===== src/rtl/uart_bcd_rx.sv =====
// UART receiver (7 data bits, odd parity) feeding a two-digit BCD record parser.
// Records are two ASCII digits terminated by CR. Every other sequence raises seq_err.
module uart_bcd_rx #(
  parameter int CLKS_PER_BIT = 278,
  parameter int HALF_BIT     = 139
) (
  input  logic       clk,
  input  logic       rst,
  input  logic       rx_in,
  output logic [6:0] rx_data,
  output logic       rx_strobe,
  output logic [3:0] bcd1,
  output logic [3:0] bcd0,
  output logic       bcd_valid,
  output logic       par_err,
  output logic       frm_err,
  output logic       seq_err
);

  typedef enum logic [2:0] {
    IDLE, START, DATA, PARITY, STOP, WAIT_IDLE
  } state_t;

  localparam logic [8:0] BIT_LAST  = 9'(CLKS_PER_BIT - 1);
  localparam logic [8:0] HALF_LAST = 9'(HALF_BIT - 1);

  logic       s1_q, s2_q, rxs;
  logic [1:0] settle_q;
  logic       arm_q;
  state_t     state_q, state_d;
  logic [8:0] cnt_q;
  logic [2:0] idx_q;
  logic [6:0] shreg_q;
  logic       par_q;
  logic       tick, cnt_run;
  logic       smp_data, smp_par, stop_ok, stop_bad;
  logic       par_ok, is_digit;
  logic       ok_q, par_err_q, frm_err_q;
  logic [6:0] rx_data_q;
  logic       rx_strobe_q, bcd_valid_q, seq_err_q;
  logic [3:0] hi_q, lo_q, bcd1_q, bcd0_q;
  logic [1:0] dcnt_q;

  assign rxs = s2_q;

  // Two-flop synchronizer; idles high so reset never looks like a start bit
  always_ff @(posedge clk) begin
    if (rst) begin
      s1_q <= 1'b1;
      s2_q <= 1'b1;
    end else begin
      s1_q <= rx_in;
      s2_q <= s1_q;
    end
  end

  // Arm only after the synchronizer has refilled and the line was seen high,
  // so a frame interrupted by reset cannot be mistaken for a fresh start bit
  always_ff @(posedge clk) begin
    if (rst) begin
      settle_q <= 2'd0;
      arm_q    <= 1'b0;
    end else begin
      if (settle_q != 2'd3) settle_q <= settle_q + 2'd1;
      arm_q <= arm_q | (settle_q[1] & rxs);
    end
  end

  // FSM state register
  always_ff @(posedge clk) begin
    if (rst) state_q <= IDLE;
    else     state_q <= state_d;
  end

  // FSM next-state logic
  always_comb begin
    state_d = state_q;
    unique case (state_q)
      IDLE:      if (arm_q && !rxs) state_d = START;
      START:     if (tick) state_d = rxs ? IDLE : DATA;
      DATA:      if (tick && idx_q == 3'd6) state_d = PARITY;
      PARITY:    if (tick) state_d = STOP;
      STOP:      if (tick) state_d = rxs ? IDLE : WAIT_IDLE;
      WAIT_IDLE: if (rxs) state_d = IDLE;
      default:   state_d = IDLE;
    endcase
  end

  // FSM outputs: bit-timing terminal count and per-bit sample strobes
  always_comb begin
    tick     = 1'b0;
    cnt_run  = 1'b0;
    smp_data = 1'b0;
    smp_par  = 1'b0;
    stop_ok  = 1'b0;
    stop_bad = 1'b0;
    unique case (state_q)
      START: begin
        cnt_run = 1'b1;
        tick    = (cnt_q == HALF_LAST);
      end
      DATA: begin
        cnt_run  = 1'b1;
        tick     = (cnt_q == BIT_LAST);
        smp_data = tick;
      end
      PARITY: begin
        cnt_run = 1'b1;
        tick    = (cnt_q == BIT_LAST);
        smp_par = tick;
      end
      STOP: begin
        cnt_run  = 1'b1;
        tick     = (cnt_q == BIT_LAST);
        stop_ok  = tick & rxs;
        stop_bad = tick & ~rxs;
      end
      default: ;
    endcase
  end

  // Bit timer, data bit index and shift/parity capture
  always_ff @(posedge clk) begin
    if (rst) begin
      cnt_q   <= 9'd0;
      idx_q   <= 3'd0;
      shreg_q <= 7'd0;
      par_q   <= 1'b0;
    end else begin
      cnt_q <= (!cnt_run || tick) ? 9'd0 : cnt_q + 9'd1;
      if (state_q != DATA) idx_q <= 3'd0;
      else if (smp_data)   idx_q <= idx_q + 3'd1;
      if (smp_data) shreg_q[idx_q] <= rxs;
      if (smp_par)  par_q <= rxs;
    end
  end

  assign par_ok   = ^{shreg_q, par_q};
  assign is_digit = (shreg_q[6:4] == 3'b011) && (shreg_q[3:0] <= 4'd9);

  // Frame verdict, registered one cycle after the stop-bit sample
  always_ff @(posedge clk) begin
    if (rst) begin
      ok_q      <= 1'b0;
      par_err_q <= 1'b0;
      frm_err_q <= 1'b0;
    end else begin
      ok_q      <= stop_ok & par_ok;
      par_err_q <= stop_ok & ~par_ok;
      frm_err_q <= stop_bad;
    end
  end

  // Character delivery and BCD record parsing
  always_ff @(posedge clk) begin
    if (rst) begin
      rx_data_q   <= 7'd0;
      rx_strobe_q <= 1'b0;
      bcd_valid_q <= 1'b0;
      seq_err_q   <= 1'b0;
      hi_q        <= 4'd0;
      lo_q        <= 4'd0;
      bcd1_q      <= 4'd0;
      bcd0_q      <= 4'd0;
      dcnt_q      <= 2'd0;
    end else begin
      rx_strobe_q <= ok_q;
      bcd_valid_q <= 1'b0;
      seq_err_q   <= 1'b0;
      if (ok_q) begin
        rx_data_q <= shreg_q;
        if (is_digit) begin
          hi_q <= lo_q;
          lo_q <= shreg_q[3:0];
          if (dcnt_q != 2'd3) dcnt_q <= dcnt_q + 2'd1;
        end else if (shreg_q == 7'h0D && dcnt_q == 2'd2) begin
          bcd1_q      <= hi_q;
          bcd0_q      <= lo_q;
          bcd_valid_q <= 1'b1;
          dcnt_q      <= 2'd0;
        end else begin
          seq_err_q <= 1'b1;
          dcnt_q    <= 2'd0;
        end
      end
      if (stop_ok && !par_ok) dcnt_q <= 2'd0;
    end
  end

  assign rx_data   = rx_data_q;
  assign rx_strobe = rx_strobe_q;
  assign bcd1      = bcd1_q;
  assign bcd0      = bcd0_q;
  assign bcd_valid = bcd_valid_q;
  assign par_err   = par_err_q;
  assign frm_err   = frm_err_q;
  assign seq_err   = seq_err_q;

endmodule


===== config.mk =====
export PLATFORM = sky130hd
export DESIGN_NAME = uart_bcd_rx
export DESIGN_NICKNAME = d
export VERILOG_FILES = /design/src/rtl/uart_bcd_rx.sv
export SDC_FILE = /design/constraint.sdc
export NUM_CORES = 1
export LEC_CHECK = 0
export BUFFER_PORTS_ARGS = -buffer_cell sky130_fd_sc_hd__clkbuf_2
export CAP_MARGIN = 20
export CELL_PAD_IN_SITES_DETAIL_PLACEMENT = 0
export CELL_PAD_IN_SITES_GLOBAL_PLACEMENT = 2
export CORE_UTILIZATION = 40
export DETAILED_ROUTE_END_ITERATION = 7
export PLACE_DENSITY_LB_ADDON = 0.1
export SYNTH_ARGS = -nofsm -noshare
export SYNTH_HDL_FRONTEND = slang
export SYNTH_SLANG_ARGS = --single-unit

===== constraint.sdc =====
create_clock -name clk -period 5.2 [get_ports clk]
set_input_delay 0.78 -clock clk [delete_from_list [all_inputs] [get_ports clk]]
set_output_delay 0.78 -clock clk [all_outputs]
set_load 0.05 [all_outputs]

* Word level (Yosys, flattened, before mapping)
Cells that the tools add are included. Widths: inputs -> output; s select.
Operators by class: add/subtract/negate cells 4, multiply operators 0, magnitude comparators 3, div/mod/pow operators 0, equal/unequal tests 21, bitwise logic cells 11, shift operators 0, reductions and logical operators 23, muxes and demuxes 21
Operator list (number):
- $mux 3 | 7
- $pmux 3 s6 | 1
- $ne 2x2->1 const B | 8
- $add 9x1->9 const B | 1
- $eq 3x2->1 const B | 3
- $eq 3x3->1 const B | 3
- $eq 9x8->1 const B | 1
- $eq 9x9->1 const B | 1
- $reduce_or 2->1 | 4
- $reduce_xor 8->1 | 1
- $bwmux 7 | 1
- $eq 7x4->1 const B | 1
- $mux 1 | 7
- $logic_and 1x1->1 | 6
- $mux 2 | 3
- $reduce_and 6->1 | 1
- $reduce_or 3->1 | 2
- $and 1x1->1 | 5
- $not 1->1 | 5
- $add 2x1->2 const B | 2
- $le 4x4->1 const B | 1
- $lt 3x4->1 const B | 1
- $reduce_and 2->1 | 2
- $reduce_or 4->1 | 1
- other kinds (13) | 15
Storage, ports and cells: memory bits (writable) 0, bits in read-only memories 0, memories 0, bits in registers 59, latch bits 0, output and inout bits 20

* Logic depth before layout (Yosys ltp)
depth in word-level cells 6, gate-level depth with buffers 6, mapped depth without buffers 6

* Worst setup path after synthesis
Ideal clock, no wire load.
kind register -> register, start register cnt_q[0], end register dcnt_q[0], cell stages (with the launch flop) 6, arrival 1.551 ns, path slack 3.511 ns, library setup time 0.139 ns, path through dfxtp_1 > ha_1 > or4b_4 > nor2_2 > and3_1 > a221oi_1
On the way: longest elaborated chain between the ends 5
RTL lines:
- start, declared | line 31 | logic [8:0] cnt_q;
- start signal, assigned | line 130 | cnt_q <= (!cnt_run || tick) ? 9'd0 : cnt_q + 9'd1;
- $eq 9x9->1 | line 114 | tick = (cnt_q == BIT_LAST);
- $and 1x1->1 | line 115 | stop_ok = tick & rxs;
- $mux 1 | line 97 | unique case (state_q)
- $logic_and 1x1->1 | line 186 | if (stop_ok && !par_ok) dcnt_q <= 2'd0;
- $reduce_or 2->1 (no line)
- end signal, assigned | line 175 | if (dcnt_q != 2'd3) dcnt_q <= dcnt_q + 2'd1;
- end, declared | line 42 | logic [1:0] dcnt_q;
Every way passes these cells. A chain may end at the register's enable or synchronous reset.

* Worst setup path in the final report
start register dcnt_q[0], end register bcd1_q[1], in the netlist bcd1[1]
On the way: longest elaborated chain between the ends 3
RTL lines:
- $eq 2x2->1 | line 176 | end else if (shreg_q == 7'h0D && dcnt_q == 2'd2) begin
- $logic_and 1x1->1 | line 176
- $reduce_and 3->1 (no line)
- end signal, assigned | line 177 | bcd1_q <= hi_q;
- end, declared | line 41 | logic [3:0] hi_q, lo_q, bcd1_q, bcd0_q;
Every way passes these cells.

==> summary.txt <==
Outcome
  – Status: complete, but fails checks
  – Failing checks: DRC

Clock network
  – H-tree Lvls: 3
  – Hold buffers post-CTS: 0
  – Post-cts sizing count: 0
  – Num CTS Buffers: 9
  – Worst-skew pair later-pin latency: 0.33 ns
  – Setup repair bufs after CTS: 0
  – CTS tree: built
  – Clock Sinks: 59
  – Clk buf depth: 2
  – Clock root buffer: clkbuf_8
  – Worst-path clk slew: 0.07 ns

Yosys
  – Sequential area share after synthesis: 43.5%
  – Post-synth ARST share: 0%
  – Yosys warns: 0
  – Prevailing post-synth register cell: dfxtp_1
  – Number of flops mapped to enable cells by yosys: 0
  – Syn Std Cell Area: 0.00272 mm^2
  – Post-Synthesis Cells: 282
  – Post-Syn Area per Cell: 9.63 um^2
  – Seq cells post-synth: 59
  – Yosys cell types: 52
  – Syn nets: 293

Hold path
  – Min-delay src: s1_q$_SDFF_PP1_
  – Worst hold path class: reg -> reg

STA
  – Final min period: 1.97 ns
  – Setup TNS: 0 ns
  – Hold Violations, Final: 0
  – Slew Limit Fails: 0
  – RSZ-0062 raised after global routing: no
  – Max_slew headroom: 35.6%
  – Achievable Freq: 0.507 GHz
  – Final setup fails: 0
  – Worst Skew: 0.00638 ns
  – Slew @ Worst Pin: 0.967 ns
  – Final WS setup: 3.23 ns
  – Final Cycle Share: 37.9%

Global route
  – Global-route wire length before repair: 8890 um
  – Initial antenna violation count: 0
  – Vias in the first global route: 1806
  – Largest net degree at the start of global routing: 48
  – Gr ovfl total: 0
  – All-Layer GR Usage: 16.1%

Die
  – Die area: 0.00712 mm^2
  – Chip Height: 84.4 um
  – # IOs: 23
  – Core area: 0.00646 mm^2
  – Row cnt: 29
  – Die width: 84.4 um
  – Initial core utilization: 42.1%

Power
  – Worst vdd ir: 185 uV
  – Lkg Pwr: 1.24 nW
  – Pwr dens: 356 mW/mm^2

Place
  – Placement Setup Slack: 2.97 ns
  – PortBufs: 22
  – Hpwl dp: 3490 um
  – GP Congestion: 0.720

Critical path
  – Worst setup EP type: flip-flop
  – Crit Path Max Fanout: 8
  – CP bufs+invs: 1
  – CP Launch Point: dcnt_q[0]$_SDFFE_PP0P_
  – Crit-path max cell delay: 0.57 ns
  – Setup Crit Path Kind: reg -> reg
  – CP top delay family: simple AND/OR/NAND/NOR gates
  – Critical Path RT: 5.38 ns
  – Critical Path AT: 2.16 ns
  – Worst r2r src: dcnt_q[0]$_SDFFE_PP0P_
  – CP max-delay cell: nand4_1
  – CP Cell Sequence: inv_1, ha_1, nor4b_1, nand4_1, mux2i_1, nor2_1
  – CP Launch Type: flip-flop

Detailed routing
  – 1st-pass router iterations: 8
  – Via/cell ratio: 5.26
  – Avg WL per Cell: 13.7 um
  – Vias: 2014
  – Final wirelength: 5230 um
  – Post-route antenna net violation count: 0
  – Initial drt markers: 86
  – DRC: 7

Final layout
  – Layout cell share with drive strength beyond 1: 17.3%
  – Most frequent cells in the layout: 59 x dfxtp_1, 46 x nor2_1, 24 x mux2i_1, 22 x clkbuf_2, 12 x nand3_1
  – Commonest non-fill, non-tap cell in the layout: dfxtp_1
  – Nets: 312
  – Antenna diodes: 0
  – Area Overhead vs Synth: 13.6%

Job
  – Number of max-cap violations: 0
==> cell usage after synthesis, types with 2 or more instances <==
cell / count / share of area, %
nand4b_1: 3 / 0.97
o31ai_1: 2 / 0.55
a211oi_1: 3 / 0.83
xor2_1: 9 / 2.9
nor2b_1: 6 / 1.4
nor4_4: 2 / 1.6
nand3_1: 12 / 2.2
inv_1: 10 / 1.4
a21oi_1: 8 / 1.5
mux2i_1: 24 / 8.8
ha_1: 8 / 3.7
xnor2_1: 10 / 3.2
a31oi_1: 4 / 0.92
and3b_1: 2 / 0.64
nand2b_1: 5 / 1.2
or2_2: 2 / 0.46
nor3b_2: 2 / 0.92
nor4b_1: 2 / 0.64
o21ai_0: 5 / 0.92
buf_2: 6 / 1.1
nand2_1: 7 / 0.97
clkbuf_1: 8 / 1.1
nor2_1: 46 / 6.4
and3_1: 3 / 0.69
dfxtp_1: 59 / 43
nand4_1: 8 / 1.8
==> cell type report <==
class                           instances  area [um^2]
Sequential cell                        59         1180
Clock inverter                          7          100
Tap cell                               77         96.3
Inverter                               10         37.5
Fill cell                             641         3370
Multi-Input combinational cell        199         1440
Timing Repair Buffer                   22          110
Clock buffer                            9          124
==> registers in the layout, summed over array words and instances (netlist names), 2 cells and up <==
| name | cells |
|---|---|
| bcd0 | 4 |
| bcd1 | 4 |
| cnt_q | 9 |
| dcnt_q | 2 |
| hi_q | 4 |
| idx_q | 3 |
| lo_q | 4 |
| rx_data | 7 |
| settle_q | 2 |
| shreg_q | 7 |
| state_q | 3 |
==> path summary, 6_finish.rpt <==
path | end | slack, ns | cells past startpoint
max | bcd1[1]$_SDFFE_PP0P_ | 3.23 | 6
min | rxs$_SDFF_PP1_ | 0.43 | 1
min reg2reg | rxs$_SDFF_PP1_ | 0.43 | 1
max reg2reg | bcd1[1]$_SDFFE_PP0P_ | 3.23 | 6
==> power by group <==
| group | switching, mW | internal [mW] | total (mW) |
|---|---|---|---|
| combinational | 0.0770 | 0.0592 | 0.136 |
| sequential | 0.0331 | 0.469 | 0.502 |
| clock | 0.190 | 0.273 | 0.462 |
==> logic make-up (layout without fill, tap and decap cells) <==
family	Yosys count	in the layout	synth area share, %
simple gates	113	113	24.6
buf+inv	24	48	3.59
fa+ha+maj	8	8	3.69
xor+xnor	19	19	6.13
mux	25	25	9.26
compound gates	34	34	9.21
flops	59	59	43.5
==> metal layers <==
layer / wire [um] / global-route usage (%)
met5: 0 / 0
met4: 100 / 9.24
met2: 2160 / 21.8
met3: 165 / 3.24
met1: 2800 / 23.5
==> stage by stage <==
stage	util, %	power, mW	cell area (um^2)	hold WS, ns	instances
floorplan	-	0.624	2720	0.389	282
global placement	44.3	0.650	2860	0.405	367
detailed placement	44.3	0.648	2860	0.410	367
CTS	47.8	1.11	3090	0.429	383
global route	47.8	1.16	3090	0.433	383
finish	47.8	1.10	3090	0.428	383
Note: power is estimated with default switching activity, not from simulation.
